<file path="src/rtl/onehot_index_scanner_if.sv">
// Handshake and mask bus between a mask producer/index consumer and the scanner.
// master = the side that loads masks and accepts indices; slave = the scanner.
interface onehot_index_scanner_if;
    logic        load;
    logic        clear;
    logic [31:0] mask;
    logic        busy;
    logic        idx_valid;
    logic [4:0]  idx;
    logic        idx_ready;
    logic        done;
    logic [5:0]  remaining;

    // idx transfers on a cycle where idx_valid && idx_ready are both high at the
    // rising clock edge; idx_valid never drops without a transfer except on clear/rst.
    modport master (
        output load, clear, mask, idx_ready,
        input  busy, idx_valid, idx, done, remaining
    );

    modport slave (
        input  load, clear, mask, idx_ready,
        output busy, idx_valid, idx, done, remaining
    );
endinterface

</file>
<file path="src/rtl/onehot_index_scanner.sv">
// Serialising encoder: latches a 32-bit mask and hands out the index of each set
// bit, one per handshake, in priority order, then pulses done.
module onehot_index_scanner #(
    parameter bit MSB_FIRST = 1'b0
) (
    input  logic                          clk,
    input  logic                          rst,
    onehot_index_scanner_if.slave         bus,
    output logic [1:0]                    state_o
);
    localparam logic [1:0] S_IDLE = 2'd0;
    localparam logic [1:0] S_SCAN = 2'd1;
    localparam logic [1:0] S_DONE = 2'd2;

    logic [1:0]  state_q, state_d;
    logic [31:0] pending_q, pending_d;
    logic [31:0] pending_after;
    logic [4:0]  sel_idx;
    logic [5:0]  pop_cnt;
    logic        accept;

    // Priority pick: the last match in loop order wins, so the loop direction
    // is opposite to the emission order.
    always_comb begin
        sel_idx = 5'd0;
        if (MSB_FIRST) begin
            for (int i = 0; i < 32; i++) begin
                if (pending_q[i]) sel_idx = 5'(i);
            end
        end else begin
            for (int i = 31; i >= 0; i--) begin
                if (pending_q[i]) sel_idx = 5'(i);
            end
        end
    end

    always_comb begin
        pop_cnt = 6'd0;
        for (int i = 0; i < 32; i++) begin
            pop_cnt = pop_cnt + 6'(pending_q[i]);
        end
    end

    assign accept        = (state_q == S_SCAN) && bus.idx_ready;
    assign pending_after = pending_q & ~(32'd1 << sel_idx);

    always_comb begin
        state_d   = state_q;
        pending_d = pending_q;
        unique case (state_q)
            S_IDLE: begin
                if (bus.load) begin
                    pending_d = bus.mask;
                    state_d   = (bus.mask == 32'd0) ? S_DONE : S_SCAN;
                end
            end
            S_SCAN: begin
                if (accept) begin
                    pending_d = pending_after;
                    if (pending_after == 32'd0) state_d = S_DONE;
                end
            end
            S_DONE: state_d = S_IDLE;
            default: begin
                state_d   = S_IDLE;
                pending_d = 32'd0;
            end
        endcase
        // Abort wins over load and acceptance; no done pulse follows.
        if (bus.clear) begin
            state_d   = S_IDLE;
            pending_d = 32'd0;
        end
    end

    always_ff @(posedge clk or posedge rst) begin
        if (rst) begin
            state_q   <= S_IDLE;
            pending_q <= 32'd0;
        end else begin
            state_q   <= state_d;
            pending_q <= pending_d;
        end
    end

    // All outputs derive from registered state only.
    assign bus.busy      = (state_q != S_IDLE);
    assign bus.idx_valid = (state_q == S_SCAN);
    assign bus.idx       = (state_q == S_SCAN) ? sel_idx : 5'd0;
    assign bus.done      = (state_q == S_DONE);
    assign bus.remaining = pop_cnt;
    assign state_o       = state_q;
endmodule

</file>
<file path="src/flat_wrapper.sv">
// flat-port wrapper written by rule: the top's interface ports become plain ports
module onehot_index_scanner_flat 
#(
    parameter bit MSB_FIRST = 1'b0
)
  (clk, rst, state_o, bus_load, bus_clear, bus_mask, bus_idx_ready, bus_busy, bus_idx_valid, bus_idx, bus_done, bus_remaining);
  onehot_index_scanner_if bus_i ();
  input  logic clk;
  input  logic rst;
  output logic [1:0] state_o;
  input wire logic [$bits(bus_i.load)-1:0] bus_load;
  input wire logic [$bits(bus_i.clear)-1:0] bus_clear;
  input wire logic [$bits(bus_i.mask)-1:0] bus_mask;
  input wire logic [$bits(bus_i.idx_ready)-1:0] bus_idx_ready;
  output wire logic [$bits(bus_i.busy)-1:0] bus_busy;
  output wire logic [$bits(bus_i.idx_valid)-1:0] bus_idx_valid;
  output wire logic [$bits(bus_i.idx)-1:0] bus_idx;
  output wire logic [$bits(bus_i.done)-1:0] bus_done;
  output wire logic [$bits(bus_i.remaining)-1:0] bus_remaining;
  assign bus_i.load = bus_load;
  assign bus_i.clear = bus_clear;
  assign bus_i.mask = bus_mask;
  assign bus_i.idx_ready = bus_idx_ready;
  assign bus_busy = bus_i.busy;
  assign bus_idx_valid = bus_i.idx_valid;
  assign bus_idx = bus_i.idx;
  assign bus_done = bus_i.done;
  assign bus_remaining = bus_i.remaining;
  onehot_index_scanner #(.MSB_FIRST(MSB_FIRST)) u_core (.clk(clk), .rst(rst), .bus(bus_i), .state_o(state_o));
endmodule
</file>
<file path="config.mk">
export PLATFORM = sky130hd
export DESIGN_NAME = onehot_index_scanner_flat
export DESIGN_NICKNAME = d
export VERILOG_FILES = /design/src/rtl/onehot_index_scanner_if.sv /design/src/rtl/onehot_index_scanner.sv /design/src/flat_wrapper.sv
export SDC_FILE = /design/constraint.sdc
export NUM_CORES = 1
export LEC_CHECK = 0
export CAP_MARGIN = 40
export CORE_MARGIN = 5
export CORE_UTILIZATION = 54
export CTS_BUF_LIST = sky130_fd_sc_hd__clkbuf_2 sky130_fd_sc_hd__clkbuf_4 sky130_fd_sc_hd__clkbuf_8
export CTS_CLUSTER_SIZE = 16
export DETAILED_ROUTE_END_ITERATION = 10
export PLACE_DENSITY = 0.8
export SLEW_MARGIN = 40
export SYNTH_ARGS = -nofsm -noshare
export SYNTH_HDL_FRONTEND = slang
export SYNTH_SLANG_ARGS = --single-unit
</file>
<file path="constraint.sdc">
create_clock -name clk -period 16.4 [get_ports clk]
set_input_delay 4.92 -clock clk [delete_from_list [all_inputs] [get_ports clk]]
set_output_delay 4.92 -clock clk [all_outputs]
set_load 0.02 [all_outputs]
</file>
[Word-level counts from Yosys, hierarchy flattened]
Index checks and enable logic that the tools add are counted.
Storage, ports and cells
  output and inout port bits: 16
  bits of input ports: 37
  bits in registers: 34
  word-level logic and storage cells: 92
Operators by class
  add/subtract/negate cells: 31
  bitwise operators: 2
  equal/unequal tests: 6
  muxes and demuxes: 43
  shifts and indexed selects: 1
  reductions and logical operators: 7
Operators by type and width (count)
  $add 6x1->6: 30
  $mux 5: 33
  $mux 32: 3
  $pmux 32 s3: 1
  $logic_not 32->1: 2
  $and 32x32->32: 1
  $not 32->32: 1
  $shl 1x5->32 const A: 1
  $mux 2: 5
  $ne 3x2->1 const B: 2
  $reduce_and 3->1: 2
  $pmux 2 s2: 1
  $ne 3x3->1 const B: 1
  $add 1x1->2: 1
  $eq 2x1->1 const B: 1
  $eq 2x2->1 const B: 1
  $logic_not 2->1: 1
  $ne 2x2->1 const B: 1
  $reduce_bool 2->1: 1
  $logic_and 1x1->1: 1

[Longest topological paths before layout]
Gate-level depths: netlist (run 1).
  word-level depth: 40
  mapped depth: 16
  depth with buffers taken out: 16

[Least setup slack after synthesis (run 1)]
OpenSTA, ideal clock, no wires.
  kind: reg2out
  from: register u_core.pending_q[0]
  to: output port bus_remaining[4]
  path buffers: 0
  stages on the path, launching flop included: 15
  setup slack: 6444 ps
  data arrival time: 5036 ps
  cells stage by stage: dfrtp_1 ha_1 inv_1 fa_1 fa_1 fa_1 fa_1 fa_1 fa_1 inv_1 fa_1 fa_1 a21o_1 a21oi_1 xnor2_1
Between the ends
  cells in the longest elaborated chain, start to end: 31
Ends and longest elaborated chain
  from (decl): line onehot_index_scanner.sv:16  | logic [31:0] pending_q, pending_d;
  from (signal assigned): line onehot_index_scanner.sv:82  | pending_q <= pending_d;
  $add 1x1->2: line onehot_index_scanner.sv:40  | pop_cnt = pop_cnt + 6'(pending_q[i]);
  $add 6x1->6 (30 in series): line onehot_index_scanner.sv:40
  to (decl): line flat_wrapper.sv:19  | output wire logic [$bits(bus_i.remaining)-1:0] bus_remaining;
Every way passes these cells.

[Worst setup path in the final report (run 1)]
  from: register u_core.pending_q[1]
  to: output port bus_remaining[4]
Same word-level chain as after synthesis.

==> results by group, run 1 <==
Floorplan
  – Cell Rows: 29
  – Die Y: 90.8 microns
  – IO Pins: 53
  – Starting Density: 0.555
  – Die Area: 8250 sq um
  – Core area: 6350 sq um
  – DIE WIDTH: 90.8 microns

Power
  – Cell Pwr Density: 176 nW/um^2
  – Leakage: 1.75 nW
  – Peak supply drop: 0.584 mV

Worst setup path
  – WS Path Type: flip-flop to primary output
  – CP max stage delay: 0.62 ns
  – CP Max Fanout: 10
  – Worst Path Arrival: 6.11 ns
  – Startpoint types: flip-flop
  – Worst Setup SP: u_core.pending_q[1]
  – Required time worst endpoint: 11.48 ns
  – Worst path cell trace: ha_1 > inv_1 > fa_1 > fa_1 > fa_1 > fa_1 > fa_1 > fa_1 > inv_1 > fa_1 > fa_1 > a21o_1 > a21oi_1 > xnor2_1 > clkdlybuf4s50_1
  – Delay-heaviest family, CP: adder cells
  – CP most frequent cell: fa_1
  – FF-to-FF Start: u_core.pending_q[8]
  – Buf+Inv Stages, Crit Path: 3
  – Crit-path slowest cell: clkdlybuf4s50_1
  – Critical Path End Type: primary output

STA
  – Maximum clock frequency: 90.7 MHz
  – Final clock skew: 0.00326 ns
  – Final Hold Vio Count: 0
  – Worst slew pin tran: 0.744 ns
  – Crit share post-route: 0.673
  – Max Slew Vio Count: 0
  – Worst Setup Slack, final: 5.37 ns
  – Final setup violating endpoints: 0
  – Slew headroom: 0.502
  – RSZ-0062 raised after global routing: false
  – Final setup TNS: 0 ns
  – Fin crit period: 11.03 ns

Yosys
  – Cell Area, Synth: 3530 sq um
  – Post-synth EDFFs: 0
  – Post-Syn Instances: 413
  – Area contributors post-synth: dfrtp_1, fa_1, inv_1
  – Synth cell types: 75
  – Ys Warns: 0
  – Mean Syn Cell Area: 8.54 sq um
  – Synthesized flop and latch total: 34
  – Leading area contributor after synthesis: dfrtp_1
  – Mapped Nets: 482
  – Share of the synthesized area in the top cell type: 0.241
  – Synth Flop Type: dfrtp_1
  – Register area share after synthesis: 0.241
  – Post-synthesis async set-or-reset flop share: 1.00

Placement
  – Post-DP HPWL: 9.83 mm
  – Placer Congestion: 1.05
  – Placement Setup Slack: 5.72 ns
  – Cells after DPL: 528
  – Number of port buffers: 52

Global routing
  – GRT met2 Usage: 0.469
  – Gr ovfl total: 0
  – Number of global-route vias before repair: 3709
  – All-Layer GR Usage: 0.308
  – Largest net degree at the start of global routing: 35
  – Met1 Usage GRT: 0.425
  – Antenna violations before repair: 0
  – GRT Max-Usage Layer: met2
  – First-pass GRT wire length: 20.1 mm
  – Met3 global-route usage: 0.0717

Layout
  – Layout cells sized above 1: 0.0828
  – Synth-to-Final Area Change: 19.4%
  – Fin cells: 536
  – # diodes: 0
  – Number of fill cells: 565
  – Number of nets in the layout: 527

Min path
  – Worst Hold Launch: u_core.state_o[1]
  – Worst hold path class: flip-flop to flip-flop

Outcome
  – Status: completed

Clock tree
  – Post-cts resize count: 0
  – H-tree levels: 2
  – Cts hold-fix bufs: 0
  – Clock tree sinks: 34
  – CTS tree: yes
  – CTS clk-pin slew, worst paths: 0.07 ns
  – Later-pin clock latency in the skew report: 0.29 ns
  – Cts bufs inserted: 5
  – Max clock buf depth: 2
  – Post-CTS Setup Bufs: 0
  – Root Buffer: clkbuf_8

Drt
  – Vias per cell: 6.90
  – Initial DRT Pass Iterations: 7
  – DRC Markers: 0
  – ANT nets after route: 0
  – WL/cell: 23.5 microns
  – Via count: 3698
  – Final WL: 12.6 mm
  – Initial DRC Count: 594

Run
  – Total of max-cap violations: 0
-- sequential cells by signal, summed over array words and instances, names as in the netlist --
| signal | count |
|---|---|
| u_core.pending_q | 32 |
| u_core.state_o | 2 |
-- Yosys cell counts, drive strengths merged (8+ instances only) --
cell type / number
nor4: 18
inv: 52
nand3: 8
a21oi: 13
fa: 24
clkbuf: 11
a31oi: 13
dfrtp: 34
nor2: 35
nand4: 11
a22o: 16
ha: 8
o21ai: 31
nand2: 28
-- layer usage --
metal  vias up  part of all wire
met1      1756              0.39
met3        65              0.11
li1       1613                 -
met2       264              0.44
met5         -                 0
met4         0             0.055
-- where the power goes --
group	switching (W)	leakage, nW	total [W]	internal [W]
clock network	0.0000334	0.0575	0.0000759	0.0000425
registers	0.0000222	0.446	0.000114	0.0000918
logic	0.000305	1.24	0.000553	0.000247
-- final cells by class --
class / count / area (sq um) / area share
tap: 77 / 96.3 / 0.0229
inverter: 52 / 195 / 0.0464
multi-input combinational: 310 / 2410 / 0.573
clock buffer: 8 / 110 / 0.0262
timing repair buffer: 55 / 543 / 0.129
sequential: 34 / 852 / 0.202
-- worst paths after layout --
kind	end	slack, ns	cells after the start
min	u_core.state_o[0]	0.58	1
max	bus_remaining[4]	5.37	15
max reg2reg	u_core.state_o[0]	12.13	10
max in group asynchronous	u_core.state_o[0]	11.01	3
min in group asynchronous	u_core.pending_q[15]	5.03	3
min reg2reg	u_core.state_o[0]	0.58	1
-- per-stage QoR --
stage | hold slack, ns | power (W) | utilization | area, sq um
6_report | 0.585 | 0.000743 | 0.663 | 4210
5_1_grt | 0.627 | 0.000809 | 0.663 | 4210
4_1_cts | 0.594 | 0.000746 | 0.662 | 4200
3_5_place_dp | 0.585 | 0.000671 | 0.645 | 4090
3_3_place_gp | 0.566 | 0.000658 | 0.645 | 4090
2_1_floorplan | 0.534 | 0.000480 | - | 3530
-- cells in the final DEF (no fill, tap or decap), types with 3 or more instances in the layout --
master / count
o22ai_1: 6
ha_1: 8
a22oi_1: 3
dfrtp_1: 33
o41ai_1: 4
mux2i_1: 3
o21ai_0: 28
a31oi_1: 13
nand2b_1: 4
nand3_1: 8
a31o_2: 3
nand2_1: 27
nand4_1: 10
fa_1: 24
or2_2: 3
clkdlybuf4s50_1: 52
a22o_1: 16
nor2b_1: 6
nor2_1: 33
nor4_1: 14
o211ai_1: 5
nand3b_1: 3
or4_1: 5
o21a_1: 4
a21oi_1: 11
and2_1: 5
inv_1: 51
nor3_1: 7
a21o_1: 5
buf_4: 3
clkbuf_8: 8
-- cell families (layout without fill, tap and decap cells) --
group,count (synthesis),after routing,synth area share
AND/OR/NAND/NOR,142,142,0.229
AO/OA/AOI/OAI,129,129,0.270
buffers and inverters,69,115,0.0759
flip-flops,34,34,0.241
adder cells (fa/ha/maj),33,33,0.167
XOR/XNOR,3,3,0.00745
multiplexers,3,3,0.00852
No activity file was read; power rests on OpenSTA's default activity.
==> inputs of run 2 (changes only) <==
- CORE_UTILIZATION: 54 -> 51
- PLACE_DENSITY: 0.8 -> 0.79
- clock period: 16.4 -> 9.8 ns (I/O delays scaled with it)
==> run 2 against run 1 <==
  * Via count rose by 1.8%
  * Critical path depth did not move
  * Clock skew rose by 0.0030 ns
  * Critical endpoint unchanged
  * Highest routed layer unchanged
==> results by group, run 2 (synthesis gave the netlist of run 1 again) <==
STA
  – Final Hold Vio Count: 0 (unchanged)
  – Slew headroom: 0.359 (-0.144)
  – Worst slew pin tran: 0.949 ns (+0.206 ns)
  – Final setup violating endpoints: 0 (unchanged)
  – Maximum clock frequency: 110 MHz
  – Final setup TNS: 0 ns (unchanged)
  – Final clock skew: 0.00626 ns (+0.00300 ns)
  – RSZ-0062 raised after global routing: false
  – Crit share post-route: 0.928
  – Max Slew Vio Count: 0 (unchanged)
  – Fin crit period: 9.09 ns

Global routing
  – Number of global-route vias before repair: 3653 (-1.5%)
  – Antenna violations before repair: 0 (unchanged)
  – Largest net degree at the start of global routing: 35 (unchanged)
  – All-Layer GR Usage: 0.316 (+0.00867)
  – Gr ovfl total: 0 (unchanged)
  – First-pass GRT wire length: 20.6 mm (+2.2%)

Clock tree
  – H-tree levels: 2 (unchanged)
  – Post-cts resize count: 0 (unchanged)
  – Cts bufs inserted: 5 (unchanged)
  – Cts hold-fix bufs: 0 (unchanged)
  – Max clock buf depth: 2 (unchanged)
  – Post-CTS Setup Bufs: 0 (unchanged)
  – Root Buffer: clkbuf_8
  – Later-pin clock latency in the skew report: 0.29 ns (about the same)
  – Clock tree sinks: 34 (unchanged)
  – CTS tree: yes
  – CTS clk-pin slew, worst paths: 0.07 ns (about the same)

Min path
  – Worst Hold Launch: u_core.state_o[1]
  – Worst hold path class: flip-flop to flip-flop

Floorplan
  – IO Pins: 53 (unchanged)
  – Core area: 6760 sq um (+6.4%)
  – DIE WIDTH: 93.1 microns (+2.6%)
  – Die Y: 93.1 microns (+2.6%)
  – Die Area: 8680 sq um (+5.2%)
  – Cell Rows: 30 (+3.4%)
  – Starting Density: 0.522 (-0.0334)

Worst setup path
  – Crit path to: bus_remaining[4]
  – Startpoint types: flip-flop
  – Worst path cell trace: ha_1 > inv_1 > fa_1 > fa_1 > fa_1 > fa_1 > fa_1 > fa_1 > inv_1 > fa_1 > fa_1 > a21o_1 > a21oi_1 > xnor2_1 > clkdlybuf4s50_1
  – Worst reg2reg path depth: 10 (unchanged)
  – CP most frequent cell: fa_1
  – Critical Path End Type: primary output
  – Worst reg2reg endpoint: u_core.state_o[0]
  – Required time worst endpoint: 6.86 ns (-4.62 ns)
  – CP max stage delay: 0.62 ns (about the same)
  – Buf+Inv Stages, Crit Path: 3 (unchanged)
  – CP Max Fanout: 10 (unchanged)
  – Crit-path slowest cell: clkdlybuf4s50_1
  – Worst Setup SP: u_core.pending_q[1]
  – Delay-heaviest family, CP: adder cells
  – Reg2reg setup slack: 5.41 ns (-6.72 ns)
  – WS Path Type: flip-flop to primary output
  – FF-to-FF Start: u_core.pending_q[9]
  – Worst Path Arrival: 6.15 ns (+0.04 ns)
  – Crit path depth: 15 (unchanged)

Drt
  – ANT nets after route: 0 (unchanged)
  – Initial DRT Pass Iterations: 5 (-2)
  – Initial DRC Count: 560 (-5.7%)
  – DRC Markers: 0 (unchanged)
  – WL/cell: 24.9 microns (+5.9%)
  – Via count: 3766 (+1.8%)
  – Final WL: 13.4 mm (+6.2%)
  – Vias per cell: 7.00 (+1.5%)

Power
  – Leakage: 1.74 nW (-0.63%)
  – Sw Share: 0.495 (+0.00852)
  – Clk network pwr share: 0.088 (-0.014)
  – Overall Power: 0.00126 W (+70%)
  – P_int: 0.000638 W (+67%)
  – Cell Pwr Density: 302 nW/um^2 (+71%)
  – Switch Pwr: 0.000625 W (+73%)
  – Sequential share of power: 0.151 (-0.003)
  – Peak supply drop: 0.189 mV (-68%)
  – Comb pwr share: 0.761 (+0.017)

Placement
  – Cells after DPL: 531 (+0.57%)
  – Number of port buffers: 52 (unchanged)
  – Post-DP HPWL: 10.5 mm (+6.7%)
  – Placed Area: 4100 sq um (+0.12%)
  – Placer Congestion: 1.01 (-3.8%)

Layout
  – Commonest non-fill, non-tap cell in the layout: clkdlybuf4s50_1
  – Largest register FFs: 32 (unchanged)
  – Commonest non-fill, non-tap cells in the layout: clkdlybuf4s50_1, inv_1, nor2_1, dfrtp_1, o21ai_0
  – Fin area: 4190 sq um (-0.48%)
  – Top reg by flops: u_core.pending_q
  – Synth-to-Final Area Change: 18.8%
  – Number of nets in the layout: 527 (unchanged)
  – Fin cells: 538 (+0.37%)
  – Layout cells sized above 1: 0.0786 (-0.00419)
  – # diodes: 0 (unchanged)

Outcome
  – Status: completed

Run
  – Total of max-cap violations: 0 (unchanged)
## run 2: changes by cell type in the layout (fill, tap and decap cells not counted), sizes merged
cell | previous run | this run
clkbuf | 8 | 7
## run 2: power groups by stage
| stage | sequential (W) | combinational, W | clock (W) |
|---|---|---|---|
| after CTS | 0.000188 | 0.000953 | 0.000111 |
| final | 0.000191 | 0.000961 | 0.000111 |
| after global placement | 0.000190 | 0.000923 | 0 |
| after global routing | 0.000192 | 0.00103 | 0.000118 |
| after detailed placement | 0.000191 | 0.000952 | 0 |
| after floorplan | 0.000175 | 0.000628 | 0 |
## run 2: worst min-delay path by stage
stage	to	depth (start not counted)
after floorplan	u_core.pending_q[28]	2
after global placement	u_core.state_o[0]	1
after detailed placement	u_core.state_o[0]	1
after CTS	u_core.state_o[0]	1
after global routing	u_core.pending_q[4]	1
final	u_core.state_o[0]	1
## run 2: layer usage
| metal | part of all wire | track usage | routed length, microns | vias to the layer above |
|---|---|---|---|---|
| met1 | 0.40 | 0.438 | 5380 | 1832 |
| met5 | 0 | 0 | 0 | - |
| met2 | 0.44 | 0.474 | 5900 | 269 |
| met3 | 0.11 | 0.0660 | 1440 | 62 |
| li1 | - | - | - | 1603 |
| met4 | 0.049 | 0.145 | 662 | 0 |
## run 2: cell type report
type,count,area [sq um]
fillers,636,2570
multi-input cells,310,2410
flip-flops and latches,34,852
repair buffers,55,543
inverters,52,195
well taps,80,100
clock buffers,7,90.1
## run 2: stage by stage
stage | utilization | hold WS [ns] | worst slack, ns
2_1_floorplan | - | 0.534 | 1.82
6_report | 0.620 | 0.585 | 0.710
4_1_cts | 0.620 | 0.587 | 0.706
5_1_grt | 0.620 | 0.638 | 0.494
3_3_place_gp | 0.606 | 0.558 | 1.21
3_5_place_dp | 0.606 | 0.570 | 1.03
